--- src/rtl/instr_fetch_unit_if.sv ---
// Instruction-memory read port: request/ready handshake plus a returning rvalid/rdata beat.
// The master side is the fetch unit and the slave side is the memory.
interface instr_fetch_unit_if;
    logic        imem_req;
    logic [31:0] imem_addr;
    logic        imem_ready;
    logic        imem_rvalid;
    logic [31:0] imem_rdata;

    modport master (
        output imem_req,
        output imem_addr,
        input  imem_ready,
        input  imem_rvalid,
        input  imem_rdata
    );

    modport slave (
        input  imem_req,
        input  imem_addr,
        output imem_ready,
        output imem_rvalid,
        output imem_rdata
    );
endinterface

--- src/rtl/instr_fetch_unit.sv ---
// Instruction fetch stage: owns the PC, keeps one read outstanding to instruction memory,
// buffers returned words and presents the buffer head (or a NOP bubble) to decode.
module instr_fetch_unit #(
    parameter logic [31:0] RESET_PC  = 32'h0000_0000,
    parameter int          BUF_DEPTH = 2,
    parameter logic [31:0] NOP_WORD  = 32'h0000_0000
) (
    input  logic                      clock,
    input  logic                      resetGral,
    input  logic                      stall,
    input  logic                      branchTaken,
    input  logic [31:0]               branchTarget,
    instr_fetch_unit_if.master        imem,
    output logic [31:0]               instruction,
    output logic                      instrValid,
    output logic [31:0]               instrPc
);

    localparam int PTR_W = $clog2(BUF_DEPTH);
    localparam int CNT_W = PTR_W + 1;
    localparam logic [CNT_W-1:0] DEPTH_C    = CNT_W'(BUF_DEPTH);
    localparam logic [31:0]      RESET_PC_A = {RESET_PC[31:2], 2'b00};

    localparam logic [1:0] S_IDLE    = 2'd0;
    localparam logic [1:0] S_BUSY    = 2'd1;
    localparam logic [1:0] S_DISCARD = 2'd2;

    logic [1:0]       state_q, state_d;
    logic [31:0]      pc_q, pc_d;
    logic [31:0]      req_pc_q, req_pc_d;
    logic [CNT_W-1:0] count_q, count_d;
    logic [PTR_W-1:0] rd_ptr_q, rd_ptr_d;
    logic [PTR_W-1:0] wr_ptr_q, wr_ptr_d;
    logic [31:0]      buf_data_q [BUF_DEPTH];
    logic [31:0]      buf_pc_q   [BUF_DEPTH];

    logic has_word;
    logic req;
    logic accept;
    logic push;
    logic pop;
    logic [1:0] unused_target_bits;

    assign unused_target_bits = branchTarget[1:0];

    // Only one read is ever in flight, so in IDLE the occupancy alone decides whether a
    // returning word is guaranteed a free slot.
    assign has_word = (count_q != '0);
    assign req      = (state_q == S_IDLE) && !branchTaken && !resetGral && (count_q < DEPTH_C);
    assign accept   = req && imem.imem_ready;
    assign push     = (state_q == S_BUSY) && imem.imem_rvalid && !branchTaken;
    assign pop      = has_word && !stall && !branchTaken;

    always_comb begin
        state_d  = state_q;
        pc_d     = pc_q;
        req_pc_d = req_pc_q;
        count_d  = count_q;
        rd_ptr_d = rd_ptr_q;
        wr_ptr_d = wr_ptr_q;

        case (state_q)
            S_IDLE: begin
                if (accept) begin
                    state_d  = S_BUSY;
                    pc_d     = pc_q + 32'd4;
                    req_pc_d = pc_q;
                end
            end
            S_BUSY: begin
                if (imem.imem_rvalid) begin
                    state_d = S_IDLE;
                end else if (branchTaken) begin
                    state_d = S_DISCARD;
                end
            end
            S_DISCARD: begin
                if (imem.imem_rvalid) begin
                    state_d = S_IDLE;
                end
            end
            default: state_d = S_IDLE;
        endcase

        if (push) begin
            wr_ptr_d = wr_ptr_q + PTR_W'(1);
        end
        if (pop) begin
            rd_ptr_d = rd_ptr_q + PTR_W'(1);
        end
        case ({push, pop})
            2'b10:   count_d = count_q + CNT_W'(1);
            2'b01:   count_d = count_q - CNT_W'(1);
            default: count_d = count_q;
        endcase

        // A redirect wipes every wrong-path word and retargets the next fetch.
        if (branchTaken) begin
            pc_d     = {branchTarget[31:2], 2'b00};
            count_d  = '0;
            rd_ptr_d = '0;
            wr_ptr_d = '0;
        end
    end

    always_ff @(posedge clock) begin
        if (resetGral) begin
            state_q  <= S_IDLE;
            pc_q     <= RESET_PC_A;
            req_pc_q <= RESET_PC_A;
            count_q  <= '0;
            rd_ptr_q <= '0;
            wr_ptr_q <= '0;
        end else begin
            state_q  <= state_d;
            pc_q     <= pc_d;
            req_pc_q <= req_pc_d;
            count_q  <= count_d;
            rd_ptr_q <= rd_ptr_d;
            wr_ptr_q <= wr_ptr_d;
        end
    end

    // Storage needs no reset: count_q alone decides which entries are meaningful.
    always_ff @(posedge clock) begin
        if (push) begin
            buf_data_q[wr_ptr_q] <= imem.imem_rdata;
            buf_pc_q[wr_ptr_q]   <= req_pc_q;
        end
    end

    assign imem.imem_req  = req;
    assign imem.imem_addr = pc_q;
    assign instrValid     = has_word;
    assign instruction    = has_word ? buf_data_q[rd_ptr_q] : NOP_WORD;
    assign instrPc        = has_word ? buf_pc_q[rd_ptr_q] : 32'h0000_0000;

endmodule
--- src/flat_wrapper.sv ---
// flat-port wrapper written by rule: the top's interface ports become plain ports
module instr_fetch_unit_flat 
#(
    parameter logic [31:0] RESET_PC  = 32'h0000_0000,
    parameter int          BUF_DEPTH = 2,
    parameter logic [31:0] NOP_WORD  = 32'h0000_0000
)
  (clock, resetGral, stall, branchTaken, branchTarget, instruction, instrValid, instrPc, imem_imem_req, imem_imem_addr, imem_imem_ready, imem_imem_rvalid, imem_imem_rdata);
  instr_fetch_unit_if imem_i ();
  input  logic clock;
  input  logic resetGral;
  input  logic stall;
  input  logic branchTaken;
  input  logic [31:0] branchTarget;
  output logic [31:0] instruction;
  output logic instrValid;
  output logic [31:0] instrPc;
  output wire logic [$bits(imem_i.imem_req)-1:0] imem_imem_req;
  output wire logic [$bits(imem_i.imem_addr)-1:0] imem_imem_addr;
  input wire logic [$bits(imem_i.imem_ready)-1:0] imem_imem_ready;
  input wire logic [$bits(imem_i.imem_rvalid)-1:0] imem_imem_rvalid;
  input wire logic [$bits(imem_i.imem_rdata)-1:0] imem_imem_rdata;
  assign imem_imem_req = imem_i.imem_req;
  assign imem_imem_addr = imem_i.imem_addr;
  assign imem_i.imem_ready = imem_imem_ready;
  assign imem_i.imem_rvalid = imem_imem_rvalid;
  assign imem_i.imem_rdata = imem_imem_rdata;
  instr_fetch_unit #(.RESET_PC(RESET_PC), .BUF_DEPTH(BUF_DEPTH), .NOP_WORD(NOP_WORD)) u_core (.clock(clock), .resetGral(resetGral), .stall(stall), .branchTaken(branchTaken), .branchTarget(branchTarget), .imem(imem_i), .instruction(instruction), .instrValid(instrValid), .instrPc(instrPc));
endmodule
--- config.mk ---
export PLATFORM = sky130hd
export DESIGN_NAME = instr_fetch_unit_flat
export DESIGN_NICKNAME = d
export VERILOG_FILES = /design/src/rtl/instr_fetch_unit_if.sv /design/src/rtl/instr_fetch_unit.sv /design/src/flat_wrapper.sv
export SDC_FILE = /design/constraint.sdc
export NUM_CORES = 1
export LEC_CHECK = 0
export BUFFER_PORTS_ARGS = -buffer_cell sky130_fd_sc_hd__clkbuf_2
export CORE_ASPECT_RATIO = 0.8
export CORE_MARGIN = 2
export CORE_UTILIZATION = 35
export CTS_CLUSTER_SIZE = 8
export DETAILED_ROUTE_END_ITERATION = 7
export HOLD_SLACK_MARGIN = 0.08
export PLACE_DENSITY = 0.59
export RECOVER_POWER = 25
export SYNTH_ARGS = -nofsm -noshare
export SYNTH_HDL_FRONTEND = slang
export SYNTH_SLANG_ARGS = --single-unit
--- constraint.sdc ---
create_clock -name clock -period 5.4 [get_ports clock]
set_clock_uncertainty 0.15 [all_clocks]
set_input_delay 0.27 -clock clock [delete_from_list [all_inputs] [get_ports clock]]
set_output_delay 0.27 -clock clock [all_outputs]
set_load 0.02 [all_outputs]
Word-level counts from Yosys, hierarchy flattened --
Memories as Yosys holds them, arrays and structs flattened. A register that Yosys moved wholly into a read port is not among the register bits. Cells that the tools add are included.
Storage, ports and cells: flip-flop bits (word level) 70, latch bits 0, bits in writable memories 128, memory bits (read-only) 0, input bits 70, memories 2
Operators by class: add/subtract/negate cells 5, multipliers 0, divide/modulo/power cells 0, $lt $le $gt $ge 1, equal/unequal tests 7, shifts and indexed selects 0, mux-type cells 17, bitwise operators 0, reduce and logical (&&, ||, !) cells 20
Memory list:
- u_core.buf_data_q | depth 2, width 32, read ports 1, clocked after memory_dff 1, wr ports 1, line instr_fetch_unit.sv:34 | logic [31:0] buf_data_q [BUF_DEPTH];
- u_core.buf_pc_q | depth 2, width 32, read ports 1, clocked after memory_dff 1, wr ports 1, line instr_fetch_unit.sv:35 | logic [31:0] buf_pc_q [BUF_DEPTH];
Operators by type and width (number):
- 32-bit 2-to-1 mux | 5
- 32-bit by 3-bit adder with 32-bit output (second input constant) | 1
- 1-bit logical AND | 8
- 2-bit 2-to-1 mux | 4
- 2-bit nonzero test | 4
- 1-bit 2-to-1 mux | 6
- 2-bit one-hot mux with 3 select lines | 1
- 2-bit by 1-bit equality test with 1-bit output (second input constant) | 2
- 2-bit equality test (second input constant) | 2
- 2-bit one-hot mux with 2 select lines | 1
- 2-bit AND reduction | 2
- 1-bit logical NOT | 3
- 3-bit != test (second input constant) | 1
- 3-bit AND reduction | 1
- 1-bit adder (second input constant) | 2
- 2-bit by 1-bit adder with 2-bit output (second input constant) | 1
- 2-bit logical NOT | 1
- 2-bit less-than comparator (second input constant) | 1
- 2-bit by 1-bit != test with 1-bit output (second input constant) | 1
- 2-bit != test (second input constant) | 1
- 2-bit OR reduction | 1
- 2-bit by 1-bit subtractor with 2-bit output (second input constant) | 1

Depth between registers and ports, before layout --
Gate-level depths: netlist of the first run.
depth after elaboration 8, gate-level depth with buffers 9, gate-level depth less buffers 7

Worst setup path after synthesis of the first run --
Ideal clock, no wire load.
kind register to register, start point register u_core.state_q[0], end point memory u_core.buf_data_q[0][0], enable pin, setup time 0.483 ns, arrival 3.383 ns, required time 4.767 ns, setup slack 1.384 ns, stages on the path, launching flop included 5, cells stage by stage dfxtp_1 > nor2b_1 > and3_1 > inv_1 > nor2_1
Between the ends: word-level cells in the longest chain between the ends 5
RTL lines:
- start: declaration | line instr_fetch_unit.sv:28 | logic [1:0] state_q, state_d;
- start signal: assignment | line instr_fetch_unit.sv:115 | state_q <= state_d;
- 2-bit by 1-bit equality test with 1-bit output | line instr_fetch_unit.sv:51 | assign push = (state_q == S_BUSY) && imem.imem_rvalid && !branchTaken;
- 1-bit logical AND (2 in a row) | line instr_fetch_unit.sv:51
- 1-bit 2-to-1 mux | line instr_fetch_unit.sv:126 | if (push) begin
- 1-bit 2-to-1 mux (not written as such) | line instr_fetch_unit.sv:127 | buf_data_q[wr_ptr_q] <= imem.imem_rdata;
- end: declaration | line instr_fetch_unit.sv:34
Every way passes these cells.

==> results of run 1 <==
[final timing paths]
path | cells after the start | slack, ns | end
hold / removal | 4 | 0.11 | u_core.imem.imem_addr[22]$_SDFFE_PP0P_
setup reg to reg | 5 | 2.70 | u_core.imem.imem_addr[30]$_SDFFE_PP0P_
hold reg to reg | 0 | 0.31 | u_core.buf_pc_q[1][28]$_DFFE_PP_
setup / recovery | 4 | 2.62 | instrPc[8]
[Yosys cell counts, types with 8 or more instances]
library cell / instances / area share [%]
a21oi_1: 47 / 3.0
and2_1: 9 / 0.72
and3_1: 8 / 0.64
clkbuf_1: 25 / 1.2
dfxtp_1: 67 / 17
edfxtp_1: 124 / 48
inv_1: 9 / 0.43
mux2i_1: 63 / 8.1
nand2_1: 83 / 4.0
nand3_1: 12 / 0.77
nand4_1: 10 / 0.80
nor2_1: 83 / 4.0
nor3_1: 9 / 0.58
xnor2_1: 13 / 1.5
[final cells by class]
type / instances / area share, %
Clock inverter: 14 / 2.06
Multi-Input combinational cell: 420 / 25.1
Inverter: 9 / 0.336
Tap cell: 300 / 3.73
Timing Repair Buffer: 226 / 14.1
Sequential cell: 191 / 50.4
Clock buffer: 18 / 4.26
[metrics by stage]
stage	worst slack (ns)	hold slack [ns]	utilization (%)
after CTS	2.53	0.0916	46.4
after floorplan	1.38	0.199	-
after global routing	2.46	0.107	46.3
after detailed placement	2.35	0.292	40.7
final	2.62	0.106	46.3
after global placement	2.34	0.283	40.7
[flip-flops by register name, indices dropped and copies added (netlist names), named ones only]
signal / count
u_core.buf_data_q: 64
u_core.buf_pc_q: 60
u_core.count_q: 2
u_core.imem.imem_addr: 30
u_core.rd_ptr_q: 1
u_core.req_pc_q: 30
u_core.state_q: 2
u_core.wr_ptr_q: 1
[routing by layer]
layer	vias up	global-route usage [%]	share of wire, %
li1	2777	-	-
met5	-	0	0
met2	184	26.3	45
met4	0	4.33	0.72
met1	2649	22.0	48
met3	10	4.28	6.1
[power by group]
group          total (mW)  switching, mW  leakage (nW)  internal, mW
registers            1.60         0.0315          1.71          1.57
clock network        1.34          0.558         0.297         0.785
logic               0.184          0.102          1.60        0.0822
total                3.13          0.692          3.60          2.44
[repair_timing]
action	in CTS	in global routing
endpoints found under the hold margin	94	0
hold buffers	60	0
endpoints found under the setup margin	0	0
[worst min-delay path, delay by kind of cell]
family	cells	cell delay (ns)
buffers and inverters	1	0.08
AO/OA/AOI/OAI	2	0.17
AND/OR/NAND/NOR	1	0.12
[cells by family after synthesis]
group / after synthesis / share of synthesized area, %
other: 1 / 0.0481
flip-flops: 191 / 65.0
multiplexers: 65 / 8.38
AND/OR/NAND/NOR: 240 / 14.2
XOR/XNOR: 20 / 2.25
AO/OA/AOI/OAI: 89 / 6.88
buffers and inverters: 53 / 2.99
adder cells (fa/ha/maj): 2 / 0.321
==> flow_metrics.env, run 1 <==
export IMPL_run_status="finished clean"
export IMPL_grt_use_total_pct=16.3
export IMPL_place_area_um2=8850
export IMPL_slowest_stage="dfxtp_4"
export IMPL_hold_viol_final=0
export IMPL_cp_data_required_time_ns=4.98
export IMPL_dr_pass1_iters=4
export IMPL_post_cts_buffers=0
export IMPL_dp_cells=1086
export IMPL_layout_common_cells="clkbuf_2 (144), edfxtp_1 (124), nand2_1 (83)"
export IMPL_max_freq_mhz=360
export IMPL_post_route_min_period_ns=2.78
export IMPL_root_buffer="clkbuf_16"
export IMPL_synthArstFlopShare_pct=0
export IMPL_worstPathCellList="buf_4 -> mux2i_1 -> nor2_1 -> clkbuf_2"
export IMPL_synthToLayoutAreaGrowth_pct=29.1
export IMPL_rsz0062_at_grt="no"
export IMPL_ys_flop_type="edfxtp_1"
export IMPL_drc=0
export IMPL_power_total_mw=3.13
export IMPL_ys_ff_latch=191
export IMPL_postLayoutCellArea_um2=10100
export IMPL_maxSlewViolCount=0
export IMPL_hp_start="branchTarget[22]"
export IMPL_syn_inst=661
export IMPL_grt_pass1_wl_um=29100
export IMPL_path_max_fanout=33
export IMPL_diodes=0
export IMPL_postCtsResizedCells=0
export IMPL_fin_tns_setup_ns=0
export IMPL_overflow=0
export IMPL_synth_area_um2=7800
export IMPL_finalCritPeriodShare_pct=51.4
export IMPL_cpPeakStageDelay_ns=0.76
export IMPL_ant_nets=0
export IMPL_endpoint_kind="primary output"
export IMPL_core_um2=21700
export IMPL_pwr_density_cell_nw_per_um2=311
export IMPL_relSlewSlack_pct=29.3
export IMPL_yosysWarnings=0
export IMPL_portBuffers=161
export IMPL_final_common_cell="clkbuf_2"
export IMPL_vias=5620
export IMPL_nets=937
export IMPL_critPathLaunchType="register"
export IMPL_cts_buffer_depth=2
export IMPL_vdd_drop_max_mv=0.176
export IMPL_dp_hpwl_um=11700
export IMPL_die_w_um=171
export IMPL_fillers=2055
export IMPL_antenna_found_initial=0
export IMPL_setup_viol=0
export IMPL_drt_initial_drc_count=329
export IMPL_p_leak_nw=3.60
export IMPL_pin_count=168
export IMPL_grt_pass1_vias=5482
export IMPL_hold_path_class="in2reg"
export IMPL_grt_max_degree=72
export IMPL_synth_edf_count=124
export IMPL_synth_cell_types=50
export IMPL_avgSynthCellArea_um2=11.8
export IMPL_drive_above_1_share_pct=21.9
export IMPL_die_height_um=137
export IMPL_vias_per_cell=4.77
export IMPL_die_area_um2=23500
export IMPL_routed_wirelength_um=19100
export IMPL_cts_htree_levels=4
export IMPL_r2r_start="u_core.state_q[0]$_SDFFE_PP0P_"
export IMPL_start_util_pct=35.9
export IMPL_place_congestion=0.797
export IMPL_cts_sinks=191
export IMPL_worst_slew_pin_slew_ns=1.06
export IMPL_worst_path_buf_inv=2
export IMPL_fp_row_count=48
export IMPL_numCtsBuffers=17
export IMPL_insertion_delay_ns=0.43
export IMPL_worstSetupPathType="reg2out"
export IMPL_seq_area_um2=5070
export IMPL_wl_per_cell_um=16.2
export IMPL_drv_cap=0
export IMPL_critPathTopFamily="buffers and inverters"
export IMPL_stdcell_count=1178
export IMPL_multi_input_area_um2=2530
export IMPL_critPathArrivalTime_ns=2.36
export IMPL_cts_tree="yes"
export IMPL_ys_seq_area_share_pct=65.0
export IMPL_clkTransAtPathRegs_ns=0.07
No activity file was read; power rests on OpenSTA's default activity.
==> run 2: changes to the inputs <==
- clock period: 5.4 -> 2.7 ns (I/O delays scaled with it)
==> flow_metrics.env, run 2 (synthesized netlist as in run 1, its figures left out) <==
export IMPL_vias_per_cell=4.82
export IMPL_insertion_delay_ns=0.42
export IMPL_p_leak_nw=3.69
export IMPL_regMostFlops="u_core.buf_data_q"
export IMPL_min_path_cells=4
export IMPL_fp_row_count=48
export IMPL_hold_viol_final=0
export IMPL_fin_tns_setup_ns=0
export IMPL_dr_pass1_iters=4
export IMPL_rsz0062_at_grt="no"
export IMPL_overflow=0
export IMPL_die_area_um2=23500
export IMPL_routed_wirelength_um=19400
export IMPL_grt_max_degree=71
export IMPL_grt_pass1_wl_um=29500
export IMPL_place_congestion=0.801
export IMPL_largest_reg_flops=64
export IMPL_pwr_density_cell_nw_per_um2=577
export IMPL_postCtsResizedCells=0
export IMPL_postCtsHoldBufs=71
export IMPL_maxSlewViolCount=0
export IMPL_worstSetupStartpoint="u_core.imem.imem_addr[3]$_SDFFE_PP0P_"
export IMPL_start_util_pct=35.9
export IMPL_die_w_um=171
export IMPL_cts_htree_levels=4
export IMPL_post_cts_buffers=0
export IMPL_cp_data_required_time_ns=2.86
export IMPL_dp_hpwl_um=12400
export IMPL_r2r_start="u_core.imem.imem_addr[3]$_SDFFE_PP0P_"
export IMPL_nets=963
export IMPL_setup_viol=0
export IMPL_diodes=0
export IMPL_final_common_cell="clkbuf_2"
export IMPL_hold_path_class="in2reg"
export IMPL_vdd_drop_max_mv=0.391
export IMPL_wl_per_cell_um=16.1
export IMPL_drt_initial_drc_count=374
export IMPL_grt_pass1_vias=5481
export IMPL_post_route_min_period_ns=2.52
export IMPL_finalCritPeriodShare_pct=93.4
export IMPL_vias=5807
export IMPL_drc=0
export IMPL_pin_count=168
export IMPL_die_height_um=137
export IMPL_cts_sinks=191
export IMPL_cts_buffer_depth=2
export IMPL_rr_worst_depth=6
export IMPL_path_max_fanout=10
export IMPL_reg_largest_list="u_core.buf_data_q (64), u_core.buf_pc_q (60)"
export IMPL_utilization_pct=47.1
export IMPL_layout_common_cells="clkbuf_2 (145), edfxtp_1 (124), nand2_1 (83)"
export IMPL_endpoint_kind="register"
export IMPL_numCtsBuffers=17
export IMPL_worst_slew_pin_slew_ns=0.757
export IMPL_run_status="finished clean"
export IMPL_hp_start="branchTaken"
export IMPL_core_um2=21700
export IMPL_drive_above_1_share_pct=22.7
export IMPL_whs_endpoint="u_core.imem.imem_addr[15]$_SDFFE_PP0P_"
export IMPL_cts_tree="yes"
export IMPL_portBuffers=161
export IMPL_clkTransAtPathRegs_ns=0.07
export IMPL_root_buffer="clkbuf_16"
export IMPL_reg2reg_to="u_core.imem.imem_addr[30]$_SDFFE_PP0P_"
export IMPL_r2r_slack_ns=0.18
export IMPL_worstSetupPathType="reg2reg"
export IMPL_max_freq_mhz=397
export IMPL_antenna_found_initial=0
export IMPL_drv_cap=0
export IMPL_relSlewSlack_pct=49.5
export IMPL_grt_use_total_pct=16.5
export IMPL_synthToLayoutAreaGrowth_pct=31.3
export IMPL_ant_nets=0
export IMPL_critPathLaunchType="register"
export IMPL_critPathArrivalTime_ns=2.68
## run 2: cell types whose count changed in the layout (fill, tap and decap cells not counted), sizes merged
cell         before  now
buf               5   20
clkbuf          179  183
clkinvlp          4    3
inv              12   14
bufinv            4    0
clkinv            3    2
dlygate4sd3      60   71
## run 2: how the worst max path moves through the flow
stage | cells past startpoint | to
3_5_place_dp | 6 | u_core.imem.imem_addr[30]$_SDFFE_PP0P_
6_report | 6 | u_core.imem.imem_addr[30]$_SDFFE_PP0P_
4_1_cts | 6 | u_core.imem.imem_addr[30]$_SDFFE_PP0P_
3_3_place_gp | 6 | u_core.imem.imem_addr[30]$_SDFFE_PP0P_
2_1_floorplan | 7 | u_core.imem.imem_addr[30]$_SDFFE_PP0P_
5_1_grt | 6 | u_core.imem.imem_addr[30]$_SDFFE_PP0P_
## run 2: routing by layer
metal / vias up / global-route usage, % / part of all wire, %
met3: 12 / 4.42 / 6.9
met2: 201 / 25.9 / 44
met4: 0 / 4.14 / 0.92
met1: 2771 / 22.8 / 48
li1: 2823 / - / -
met5: - / 0 / 0
## run 2: area by class of cell
class | count | area [um2]
Timing Repair Buffer | 252 | 1700
Multi-Input combinational cell | 420 | 2530
Inverter | 9 | 33.8
Tap cell | 300 | 375
Fill cell | 2028 | 11500
Clock buffer | 22 | 454
Sequential cell | 191 | 5070
Clock inverter | 10 | 78.8
## run 2: per-stage QoR
| stage | power (mW) | cell area [um2] | hold WS [ns] | worst slack [ns] | instances |
|---|---|---|---|---|---|
| CTS | 5.96 | 10300 | 0.0927 | 0.185 | 1204 |
| global placement | 3.58 | 9010 | 0.174 | 0.273 | 1101 |
| finish | 5.90 | 10200 | 0.132 | 0.179 | 1204 |
| global route | 6.14 | 10200 | 0.146 | 0.0754 | 1204 |
| detailed placement | 3.58 | 9010 | 0.179 | 0.180 | 1101 |
| floorplan | 3.43 | 7820 | 0.0643 | 0.289 | 664 |
## run 2: power by group
group          leakage, nW  switching (mW)  internal, mW
clock                0.253            1.09          1.22
sequential            1.71          0.0590          3.14
combinational         1.73           0.216         0.185
total                 3.69            1.36          4.54
## run 2: worst max-delay path, cell delays in order, from the launching register on
cell and delay (ns):
dfxtp_1 0.41, ha_1 0.27, nand4_1 0.20, or3_1 0.57
or2_1 0.33, o21ba_1 0.19, or3_1 0.29
==> run 3: changes to the inputs <==
- CORE_ASPECT_RATIO: 0.8 -> not set
==> flow_metrics.env, run 3 (synthesized netlist as in run 1, its figures left out) <==
export IMPL_die_area_um2=23500
export IMPL_regMostFlops="u_core.buf_data_q"
export IMPL_dr_pass1_iters=4
export IMPL_numCtsBuffers=17
export IMPL_post_route_min_period_ns=2.45
export IMPL_setup_viol=0
export IMPL_endpoint_kind="register"
export IMPL_dp_cells=1078
export IMPL_drt_initial_drc_count=382
export IMPL_worstSetupPathType="reg2reg"
export IMPL_cts_sinks=191
export IMPL_worstPathCellList="ha_1 -> nand4_1 -> or3_1 -> or2_1 -> o21ba_1 -> or3_1"
export IMPL_reg_largest_list="u_core.buf_data_q (64), u_core.buf_pc_q (60)"
export IMPL_place_area_um2=8950
export IMPL_vias=5646
export IMPL_slowest_stage="or3_1"
export IMPL_cts_buffer_depth=2
export IMPL_postLayoutCellArea_um2=10200
export IMPL_p_sw_share_pct=22.0
export IMPL_fillers=2093
export IMPL_pin_count=168
export IMPL_place_congestion=0.807
export IMPL_synthToLayoutAreaGrowth_pct=31.2
export IMPL_grt_use_total_pct=15.6
export IMPL_grt_pass1_wl_um=29200
export IMPL_vdd_drop_max_mv=0.421
export IMPL_pwr_share_comb_pct=6.5
export IMPL_cpPeakStageDelay_ns=0.55
export IMPL_cp_common_cell="or3_1"
export IMPL_critPathArrivalTime_ns=2.61
export IMPL_vias_per_cell=4.79
export IMPL_root_buffer="clkbuf_16"
export IMPL_worst_slew_pin_slew_ns=0.749
export IMPL_wl_per_cell_um=15.4
export IMPL_antenna_found_initial=0
export IMPL_cp_data_required_time_ns=2.86
export IMPL_start_util_pct=35.7
export IMPL_die_height_um=153
export IMPL_postCtsResizedCells=0
export IMPL_worst_path_buf_inv=0
export IMPL_drive_above_1_share_pct=22.9
export IMPL_layout_common_cells="clkbuf_2 (148), edfxtp_1 (124), nand2_1 (83)"
export IMPL_p_leak_nw=3.72
export IMPL_hold_viol_final=0
export IMPL_clkTransAtPathRegs_ns=0.07
export IMPL_cts_tree="yes"
export IMPL_clkPwrFrac_pct=41.4
export IMPL_post_cts_buffers=0
export IMPL_nets=959
export IMPL_max_freq_mhz=408
export IMPL_cts_htree_levels=4
export IMPL_drc=0
export IMPL_largest_reg_flops=64
export IMPL_maxSlewViolCount=0
export IMPL_critPathTopFamily="simple AND/OR/NAND/NOR gates"
export IMPL_rsz0062_at_grt="no"
export IMPL_grt_pass1_vias=5420
export IMPL_dp_hpwl_um=11500
export IMPL_critPathLaunchType="register"
export IMPL_drv_cap=0
export IMPL_fp_row_count=54
export IMPL_diodes=0
export IMPL_relSlewSlack_pct=50.0
export IMPL_intPower_mw=4.78
export IMPL_ant_nets=0
export IMPL_pwr_density_cell_nw_per_um2=599
export IMPL_fin_tns_setup_ns=0
export IMPL_power_switching_mw=1.35
export IMPL_grt_max_degree=71
export IMPL_dp_slack_ns=0.280
export IMPL_fin_ws_ns=0.247
export IMPL_core_um2=21800
export IMPL_path_max_fanout=10
export IMPL_routed_wirelength_um=18200
export IMPL_final_common_cell="clkbuf_2"
export IMPL_overflow=0
export IMPL_stdcell_count=1179
export IMPL_hold_path_class="in2reg"
export IMPL_portBuffers=161
export IMPL_die_w_um=153
export IMPL_finalCritPeriodShare_pct=90.8
export IMPL_seq_power_share_pct=52.1
export IMPL_run_status="finished clean"
export IMPL_insertion_delay_ns=0.43
export IMPL_r2r_slack_ns=0.25
run 3: cell types whose count changed in the layout (fill, tap and decap cells not counted), sizes merged:
cell / before / now
dlygate4sd3: 71 / 70
buf: 20 / 17
clkinvlp: 3 / 0
inv: 14 / 13
clkinv: 2 / 4
bufinv: 0 / 2
clkbuf: 183 / 182
run 3: what timing repair did:
item | in CTS | in global routing
hold buffers | 70 | 0
endpoints found under the setup margin | 0 | 0
hold endpoints to repair | 100 | 0
run 3: power groups by stage:
stage                     clock network [mW]  logic, mW  registers (mW)
after global routing                    2.71      0.432            3.20
after CTS                               2.61      0.400            3.19
after floorplan                            0      0.150            3.28
after detailed placement                   0      0.320            3.26
final                                   2.54      0.397            3.19
after global placement                     0      0.316            3.26
run 3: final cells by class:
type	instances	area, um2	area share, %
inverter	9	33.8	0.330
multi-input combinational	420	2530	24.7
clock inverter	10	125	1.22
timing repair buffer	248	1660	16.2
clock buffer	21	472	4.61
sequential	191	5070	49.5
tap	280	350	3.42
run 3: tightest hold or removal path: stages:
cell and delay (ns):
clkbuf_2 0.09, buf_4 0.23, nand2_1 0.11, a21oi_1 0.06
run 3: worst paths after layout:
check	cells after the start	start	to
max reg2reg	6	u_core.imem.imem_addr[3]$_SDFFE_PP0P_	u_core.imem.imem_addr[30]$_SDFFE_PP0P_
min	4	branchTaken	u_core.imem.imem_addr[8]$_SDFFE_PP0P_
min reg2reg	0	u_core.req_pc_q[13]$_SDFFE_PP0P_	u_core.buf_pc_q[1][13]$_DFFE_PP_
max	6	u_core.imem.imem_addr[3]$_SDFFE_PP0P_	u_core.imem.imem_addr[30]$_SDFFE_PP0P_
run 3: stage by stage:
step                      hold WS, ns  total power, mW  utilization, %
after global placement          0.174             3.57            41.0
after detailed placement        0.179             3.58            41.0
final                           0.103             6.13            46.9
after floorplan                0.0643             3.43               -
after global routing            0.126             6.34            46.9
after CTS                      0.0889             6.20            47.0
run 3: metal layers:
metal  up-vias  track usage (%)  routed length, um
li1       2816                -                  -
met1      2657             21.8               8740
met2       159             24.6               8300
met3        14             3.32                986
met4         0             4.63                187
met5         -                0                  0
